File: src/rtl/phase_speed_avg.sv
// Multi-channel phase block averager: sums 2^LOG2N samples per channel, then
// averages, scales and saturates the result to a signed speed word over three registered stages.
module phase_speed_avg #(
    parameter int PHASE_W = 19,
    parameter int SPEED_W = 16,
    parameter int CH      = 2,
    parameter int CH_W    = (CH > 1) ? $clog2(CH) : 1,
    parameter int LOG2N   = 7,
    parameter int SCALE   = 18026,
    parameter int SHIFT   = 17
) (
    input  logic                      clock,
    input  logic                      reset,
    input  logic                      in_valid,
    input  logic [CH_W-1:0]           in_ch,
    input  logic signed [PHASE_W-1:0] phase,
    output logic                      out_valid,
    output logic [CH_W-1:0]           out_ch,
    output logic signed [SPEED_W-1:0] speed,
    output logic                      sat
);

    localparam int ACC_W  = PHASE_W + LOG2N;
    localparam int CNT_W  = LOG2N + 1;
    localparam int PROD_W = PHASE_W + 17;
    localparam logic [CNT_W-1:0]         CNT_LAST = CNT_W'((1 << LOG2N) - 1);
    localparam logic [CH_W:0]            CH_LIM   = (CH_W + 1)'(CH);
    localparam logic [16:0]              SCALE_U  = 17'(SCALE);
    localparam logic signed [PROD_W-1:0] SPD_MAX  = PROD_W'((1 << (SPEED_W - 1)) - 1);
    localparam logic signed [PROD_W-1:0] SPD_MIN  = ~SPD_MAX;

    logic signed [ACC_W-1:0] acc_q [CH];
    logic [CNT_W-1:0]        cnt_q [CH];

    logic                      accept;
    logic                      done;
    logic signed [ACC_W-1:0]   sel_acc;
    logic [CNT_W-1:0]          sel_cnt;
    logic signed [ACC_W-1:0]   sum_d;
    logic signed [PHASE_W-1:0] avg_d;

    logic                      s1_valid_q;
    logic [CH_W-1:0]           s1_ch_q;
    logic signed [PHASE_W-1:0] s1_avg_q;

    logic                      s2_valid_q;
    logic [CH_W-1:0]           s2_ch_q;
    logic signed [PROD_W-1:0]  s2_prod_q;
    logic signed [PROD_W-1:0]  prod_d;

    logic signed [PROD_W-1:0]  q_d;
    logic signed [SPEED_W-1:0] speed_d;
    logic                      sat_d;

    logic                      out_valid_q;
    logic [CH_W-1:0]           out_ch_q;
    logic signed [SPEED_W-1:0] speed_q;
    logic                      sat_q;

    // Channel select by loop so out-of-range tags never index past the arrays.
    always_comb begin
        accept  = in_valid && ({1'b0, in_ch} < CH_LIM);
        sel_acc = '0;
        sel_cnt = '0;
        for (int c = 0; c < CH; c++) begin
            if (in_ch == CH_W'(c)) begin
                sel_acc = acc_q[c];
                sel_cnt = cnt_q[c];
            end
        end
        sum_d = sel_acc + ACC_W'(phase);
        done  = accept && (sel_cnt == CNT_LAST);
        avg_d = PHASE_W'(sum_d >>> LOG2N);
    end

    always_ff @(posedge clock) begin
        if (reset) begin
            for (int c = 0; c < CH; c++) begin
                acc_q[c] <= '0;
                cnt_q[c] <= '0;
            end
        end else if (accept) begin
            for (int c = 0; c < CH; c++) begin
                if (in_ch == CH_W'(c)) begin
                    // Completing sample clears the slot so the next block starts with no gap.
                    if (done) begin
                        acc_q[c] <= '0;
                        cnt_q[c] <= '0;
                    end else begin
                        acc_q[c] <= sum_d;
                        cnt_q[c] <= sel_cnt + CNT_W'(1);
                    end
                end
            end
        end
    end

    always_comb begin
        prod_d = $signed({{17{s1_avg_q[PHASE_W-1]}}, s1_avg_q}) *
                 $signed({{PHASE_W{1'b0}}, SCALE_U});
        q_d    = s2_prod_q >>> SHIFT;
        if (q_d > SPD_MAX) begin
            speed_d = SPEED_W'(SPD_MAX);
            sat_d   = 1'b1;
        end else if (q_d < SPD_MIN) begin
            speed_d = SPEED_W'(SPD_MIN);
            sat_d   = 1'b1;
        end else begin
            speed_d = SPEED_W'(q_d);
            sat_d   = 1'b0;
        end
    end

    always_ff @(posedge clock) begin
        if (reset) begin
            s1_valid_q  <= 1'b0;
            s1_ch_q     <= '0;
            s1_avg_q    <= '0;
            s2_valid_q  <= 1'b0;
            s2_ch_q     <= '0;
            s2_prod_q   <= '0;
            out_valid_q <= 1'b0;
            out_ch_q    <= '0;
            speed_q     <= '0;
            sat_q       <= 1'b0;
        end else begin
            s1_valid_q  <= done;
            s2_valid_q  <= s1_valid_q;
            out_valid_q <= s2_valid_q;
            if (done) begin
                s1_ch_q  <= in_ch;
                s1_avg_q <= avg_d;
            end
            if (s1_valid_q) begin
                s2_ch_q   <= s1_ch_q;
                s2_prod_q <= prod_d;
            end
            // Result fields hold between strobes.
            if (s2_valid_q) begin
                out_ch_q <= s2_ch_q;
                speed_q  <= speed_d;
                sat_q    <= sat_d;
            end
        end
    end

    assign out_valid = out_valid_q;
    assign out_ch    = out_ch_q;
    assign speed     = speed_q;
    assign sat       = sat_q;

endmodule

File: config.mk
export PLATFORM = sky130hd
export DESIGN_NAME = phase_speed_avg
export DESIGN_NICKNAME = d
export VERILOG_FILES = /design/src/rtl/phase_speed_avg.sv
export SDC_FILE = /design/constraint.sdc
export NUM_CORES = 1
export LEC_CHECK = 0
export ABC_CLOCK_PERIOD_IN_PS = 7900
export CAP_MARGIN = 25
export CORE_UTILIZATION = 35
export CTS_BUF_LIST = sky130_fd_sc_hd__clkbuf_8
export CTS_CLUSTER_SIZE = 12
export DETAILED_ROUTE_END_ITERATION = 8
export PLACE_DENSITY_LB_ADDON = 0.15
export SLEW_MARGIN = 15
export SYNTH_ARGS = -nofsm -noshare
export SYNTH_HDL_FRONTEND = slang
export SYNTH_SLANG_ARGS = --single-unit
File: constraint.sdc
create_clock -name clock -period 7.9 [get_ports clock]
set_input_delay 1.185 -clock clock [delete_from_list [all_inputs] [get_ports clock]]
set_output_delay 1.185 -clock clock [all_outputs]
set_load 0.02 [all_outputs]
==> results of run 1 <==
[per-layer routing]
layer	GRT usage [%]	vias up	routed length, µm
li1	-	4337	-
met1	22.42	4203	13550
met2	29.48	103	13360
met3	2.106	27	527
met4	5.022	0	456
met5	0	-	0
[cell type report]
cell class / count / area [µm²]
sequential: 128 / 3243
tap: 448 / 560.5
multi-input combinational: 879 / 7682
timing repair buffer: 51 / 475.5
clock buffer: 17 / 234.0
clock inverter: 15 / 192.7
fill: 3408 / 20320
inverter: 196 / 735.7
[synthesized netlist by cell type (4+ instances only)]
cell       number
clkbuf_1       17
nand4_1        12
nor2b_1         7
fa_1           85
xnor2_1        26
ha_1          150
a21oi_1        74
nor4_1          4
dfxtp_1        60
a31oi_1         7
nand2b_1       18
a21o_1         24
buf_1           4
buf_6           5
buf_2          12
a31o_2          6
nor3_1         19
or3_1           6
o211ai_1        5
inv_1         196
mux2_2         28
o31ai_1         4
o2111ai_1       4
a211oi_1       10
o21bai_1        4
a211o_1         5
edfxtp_1       68
nor2_1        113
mux2i_1        16
nand2_1        64
o21ai_1         4
xor2_1         22
and4_1          6
nand3_1        26
and3_1         11
o21a_1         11
o21ai_0        42
[worst min-delay path: stages (launching register included)]
cell	delay (ns)
dfxtp_1	0.32
nand2_1	0.05
a21oi_1	0.05
[power by group through the flow]
stage | clock network (mW) | registers (mW) | logic [mW]
detailed placement | 0 | 0.753 | 0.288
floorplan | 0 | 0.751 | 0.221
global placement | 0 | 0.752 | 0.287
global route | 0.664 | 0.741 | 0.319
CTS | 0.641 | 0.738 | 0.290
finish | 0.620 | 0.738 | 0.287
[metrics by stage]
step           total power, mW  instances
2_1_floorplan           0.9720       1245
3_3_place_gp             1.039       1702
3_5_place_dp             1.041       1702
4_1_cts                  1.668       1734
5_1_grt                  1.724       1734
6_report                 1.645       1734
[flip-flops by register name, indices dropped and copies added, names as in the netlist]
name	cells
acc_q	52
s1_avg_q	19
s2_prod_q	18
cnt_q	16
speed	16
out_ch	1
out_valid	1
s1_ch_q	1
s1_valid_q	1
s2_ch_q	1
s2_valid_q	1
sat	1
[kinds of logic (layout without fill, tap and decap cells)]
| family | after synthesis | count (layout) | share of synthesized area [%] |
|---|---|---|---|
| flops | 128 | 128 | 27.26 |
| mux | 44 | 44 | 3.996 |
| xor+xnor | 49 | 49 | 3.670 |
| fa+ha+maj | 235 | 235 | 30.08 |
| simple gates | 308 | 308 | 12.65 |
| compound gates | 243 | 243 | 14.17 |
| buf+inv | 238 | 279 | 8.182 |
[path summary, 6_finish.rpt]
kind / from / cells after the start / to
worst max register to register: s1_avg_q[17] / 18 / s2_prod_q[34]
worst min-delay path: s2_prod_q[17] / 2 / s2_prod_q[17]
worst min register to register: s2_prod_q[17] / 2 / s2_prod_q[17]
worst max-delay path: s1_avg_q[17] / 18 / s2_prod_q[34]
==> impl_metrics.ini, run 1 <==
[clock_tree]
htreeDepth = 4
ctsRootBufferMaster = clkbuf_8
cts_buffers = 17
clk_latency_ns = 0.45
clock-sinks = 128
post_cts_resized = 0
cts.clk_slew.worst_paths_ns = 0.08
postCtsSetupRepairBufs = 0
cts_tree = built
ctsHoldBuffers = 0
cts.path.max_buffers = 2

[sta]
setup_viol = 0
worst_slew_pin_slew_ns = 0.8662
tns_ns = 0
maxSlewHeadroom_pct = 42.19
hold_violations = 0
min_period_over_period_pct = 69.96
layout_setup_ws_ns = 2.374
skew_ns = 0.01794
final-max-slew-violation-count = 0
hold_slack_ns = 0.4598
fmax_ghz = 0.1809
rsz0062_at_grt = false
final.min_clock_period_ns = 5.526

[pwr]
power_leakage_nw = 6.290
p_per_area_mw_per_mm2 = 125.4
p_clk_share_pct = 37.7
power_frac_seq_pct = 44.9
ir_drop_mv = 0.1172
swShare_pct = 28.04
intPower_mw = 1.184
p_sw_mw = 0.4613
p_comb_share_pct = 17.5

[logic_synthesis]
async_flop_share_pct = 0
ys_seq_elements = 128
synth_area_leaders = edfxtp_1 17%, ha_1 16%, fa_1 14%
synthFlopType = edfxtp_1
yosys_warnings = 0
synth_top_area_share_pct = 17.16
synth-edff-count = 68
synthCells = 1245
ys_seq_area_share_pct = 27.26
synth_top_cell_by_area = edfxtp_1
syn_nets = 1503
netlist_area_mm2 = 0.01190
yosysUniqueCellTypes = 85
synth.avg_cell_area_um2 = 9.556

[placement]
preCtsSetupSlack_ns = 2.362
placed_cell_area_mm2 = 0.01270
dp_hpwl_um = 21690
place_congestion = 0.8402
port_buffers = 41

[layout]
finish.utilization_pct = 39.24
fin_area_mm2 = 0.01312
layout_commonest_cell = inv_1
mostFrequentLayoutCells = 198 x inv_1, 150 x ha_1, 113 x nor2_1
syn2layout_area_growth_pct = 10.31
fin_nets = 1531
drive_above_1_share_pct = 8.009
antennaDiodeCount = 0

[worst_setup_path]
worstPathCellList = inv_1 -> ha_1 -> fa_1 -> inv_1 -> ha_1 -> fa_1 -> fa_1 -> inv_1 -> fa_1 -> inv_1 -> ha_1 -> nand4_1 -> nor2_1 -> a2bb2oi_1 -> a31oi_1 -> nand3_1 -> and4_1 -> a311o_1
critPathSlowestCell = fa_1
crit_path_end_kind = register
cpPeakStageDelay_ns = 0.55
cp_max_fo = 7
reg2reg_slack_ns = 2.37
cp.arrival_ns = 5.87
crit_family = adder cells
cp_data_required_time_ns = 8.24
critPathBufInv = 4
start_kind = register
critical_path_class = reg -> reg

[floorplanning]
die-area_mm2 = 0.03473
die_h_um = 186.4
core_mm2 = 0.03345
ioPinCount = 42
die_w_um = 186.4
initial_core_util_pct = 35.57
num_rows = 67

[routing]
vias = 8670
via_per_inst = 5.000
ant_nets = 0
post-route-drc-count = 0
first_pass_iters = 5
drt_iter0_markers = 489
wl_per_cell_um = 16.09
drt-total-wl_um = 27900

[global_route]
grt_first_pass_wirelength_um = 47600
grt-ovfl-total = 0
grt_max_degree = 48
antenna_found_initial = 0
grt_pass1_vias = 9195
grt_use_total_pct = 17.13

[min_path]
hp-class = reg -> reg

[outcome]
status = finished, final reports clean

[run]
maxCapViolations = 0
Note: power is estimated with default switching activity, not from simulation.
==> inputs of run 2 (changes only) <==
--- a/config.mk
+++ b/config.mk
@@ -5,7 +5,7 @@
 export SDC_FILE = /design/constraint.sdc
 export NUM_CORES = 1
 export LEC_CHECK = 0
-export ABC_CLOCK_PERIOD_IN_PS = 7900
+export ABC_CLOCK_PERIOD_IN_PS = 4900
 export CAP_MARGIN = 25
 export CORE_UTILIZATION = 35
 export CTS_BUF_LIST = sky130_fd_sc_hd__clkbuf_8
==> constraint.sdc (replaced) <==
create_clock -name clock -period 4.9 [get_ports clock]
set_input_delay 0.735 -clock clock [delete_from_list [all_inputs] [get_ports clock]]
set_output_delay 0.735 -clock clock [all_outputs]
set_load 0.02 [all_outputs]
==> run 2 against run 1 <==
The run now ends with negative setup slack left. First-iteration DRC count fell by 3.5%. Sequential share of layout area fell by 2.0 points. Highest routed layer unchanged. Critical path depth did not move.
==> impl_metrics.ini, run 2 (same netlist as run 1, synthesis figures left out) <==
[worst_setup_path]
crit_path_end_kind = register
cpPeakStageDelay_ns = 0.58
worstPathCellList = ha_1 -> inv_1 -> fa_1 -> inv_2 -> ha_4 -> fa_2 -> fa_1 -> inv_1 -> fa_1 -> inv_1 -> ha_4 -> nand4_1 -> nor2_4 -> nand3_4 -> a31oi_4 -> a21oi_2 -> and4_1 -> a311o_1
reg2reg_slack_ns = -0.1
cp_max_fo = 6
r2r-start = s1_avg_q[14]
r2r_end = s2_prod_q[30]
ff2ff_path_depth = 18
start_kind = register
cp.arrival_ns = 5.36
critPathSlowestCell = fa_1
cp_data_required_time_ns = 5.26
critical_path_class = reg -> reg

[floorplanning]
die-area_mm2 = 0.03473
ioPinCount = 42
num_rows = 67
die_h_um = 186.4
die_w_um = 186.4
initial_core_util_pct = 35.57
core_mm2 = 0.03345

[layout]
fin_nets = 1615
mostFrequentLayoutCells = 184 x inv_1, 118 x ha_1, 110 x nor2_1
top_register = acc_q
largest_reg_flops = 52
fin_cells = 1818
drive_above_1_share_pct = 21.24
layout_commonest_cell = inv_1
fin_area_mm2 = 0.01447
reg_top3 = acc_q x52, s1_avg_q x19, s2_prod_q x18
antennaDiodeCount = 0
syn2layout_area_growth_pct = 21.59

[routing]
wl_per_cell_um = 16.43
via_per_inst = 4.970
first_pass_iters = 5
post-route-drc-count = 0
drt-total-wl_um = 29870
ant_nets = 0
vias = 9036
drt_iter0_markers = 472

[placement]
placed_cell_area_mm2 = 0.01330
port_buffers = 41
place_congestion = 0.8276
dp.cells = 1770
dp_hpwl_um = 22670

[outcome]
status = complete, but fails checks
violations = negative setup slack

[pwr]
swShare_pct = 29.37
power_mw = 2.619
p_comb_share_pct = 17.9
p_sw_mw = 0.7693
ir_drop_mv = 0.1708
power_frac_seq_pct = 45.2
power_leakage_nw = 6.658
p_per_area_mw_per_mm2 = 181.1
intPower_mw = 1.850
p_clk_share_pct = 37.0

[sta]
final-max-slew-violation-count = 0
tns_ns = -0.2279
layout_setup_ws_ns = -0.09888
skew_ns = 0.01780
maxSlewHeadroom_pct = 44.29
setup_viol = 4
hold_slack_ns = 0.4591
min_period_over_period_pct = 102.0
worst_slew_pin_slew_ns = 0.8325
fmax_ghz = 0.2000
hold_violations = 0
rsz0062_at_grt = true
final.min_clock_period_ns = 4.999

[global_route]
grt-ovfl-total = 0
grt_pass1_vias = 9368
grt_use_total_pct = 17.85
antenna_found_initial = 0
grt_max_degree = 35
grt_first_pass_wirelength_um = 49160

[clock_tree]
ctsHoldBuffers = 0
clk_latency_ns = 0.46
cts.path.max_buffers = 2
cts.clk_slew.worst_paths_ns = 0.09
htreeDepth = 4
ctsRootBufferMaster = clkbuf_8
clock-sinks = 128
cts_buffers = 17
cts_tree = built

[run]
maxCapViolations = 0

[min_path]
whs_path_depth = 2
hold_path_end = s1_ch_q
min_from = s1_ch_q
hp-class = reg -> reg
run 2: worst max-delay path by stage:
| stage | startpoint | end | slack [ns] | cells past startpoint |
|---|---|---|---|---|
| finish | s1_avg_q[14] | s2_prod_q[30] | -0.1 | 18 |
| global route | s1_avg_q[14] | s2_prod_q[30] | -0.28 | 18 |
| CTS | s1_avg_q[12] | s2_prod_q[28] | -0.03 | 19 |
| detailed placement | s1_avg_q[8] | s2_prod_q[28] | -0.26 | 17 |
| global placement | s1_avg_q[8] | s2_prod_q[32] | -0.21 | 18 |
| floorplan | s1_avg_q[18] | s2_prod_q[30] | 0.005 | 17 |
run 2: power by group through the flow:
| stage | Sequential, mW | Clock [mW] | Combinational (mW) |
|---|---|---|---|
| after global routing | 1.19 | 1.03 | 0.518 |
| after floorplan | 1.21 | 0 | 0.356 |
| final | 1.18 | 0.969 | 0.468 |
| after global placement | 1.21 | 0 | 0.465 |
| after detailed placement | 1.21 | 0 | 0.465 |
| after CTS | 1.18 | 0.998 | 0.469 |
run 2: layout make-up:
type                       count  area [µm²]
fill                        3241       18980
inverter                     196       739.5
clock inverter                15       166.4
timing repair buffer         135        1129
tap                          448       560.5
clock buffer                  17       234.0
sequential                   128        3292
multi-input combinational    879        8346
run 2: layer usage:
metal,global-route usage (%),share of wire [%],vias to the layer above
met2,30.74,49,99
met1,23.52,48,4413
met4,4.832,1.3,0
met3,2.163,2.2,23
li1,-,-,4501
met5,0,0,-
run 2: critical path: cells and delay by family (launching register included):
kind | cells | cell delay, ns
fa+ha+maj | 7 | 2.95
simple gates | 4 | 0.69
compound gates | 3 | 0.64
flops | 1 | 0.39
buf+inv | 4 | 0.25
run 2: through the flow:
step	utilization, %	worst slack, ns
detailed placement	39.77	-0.2603
CTS	42.50	-0.02551
finish	43.25	-0.09888
floorplan	-	0.005070
global route	43.25	-0.2784
global placement	39.77	-0.2124
run 2: repair_timing:
item,CTS,global route
resized for setup,73,51
setup endpoints to repair,16,17
setup buffers,12,5
pin swaps,60,35
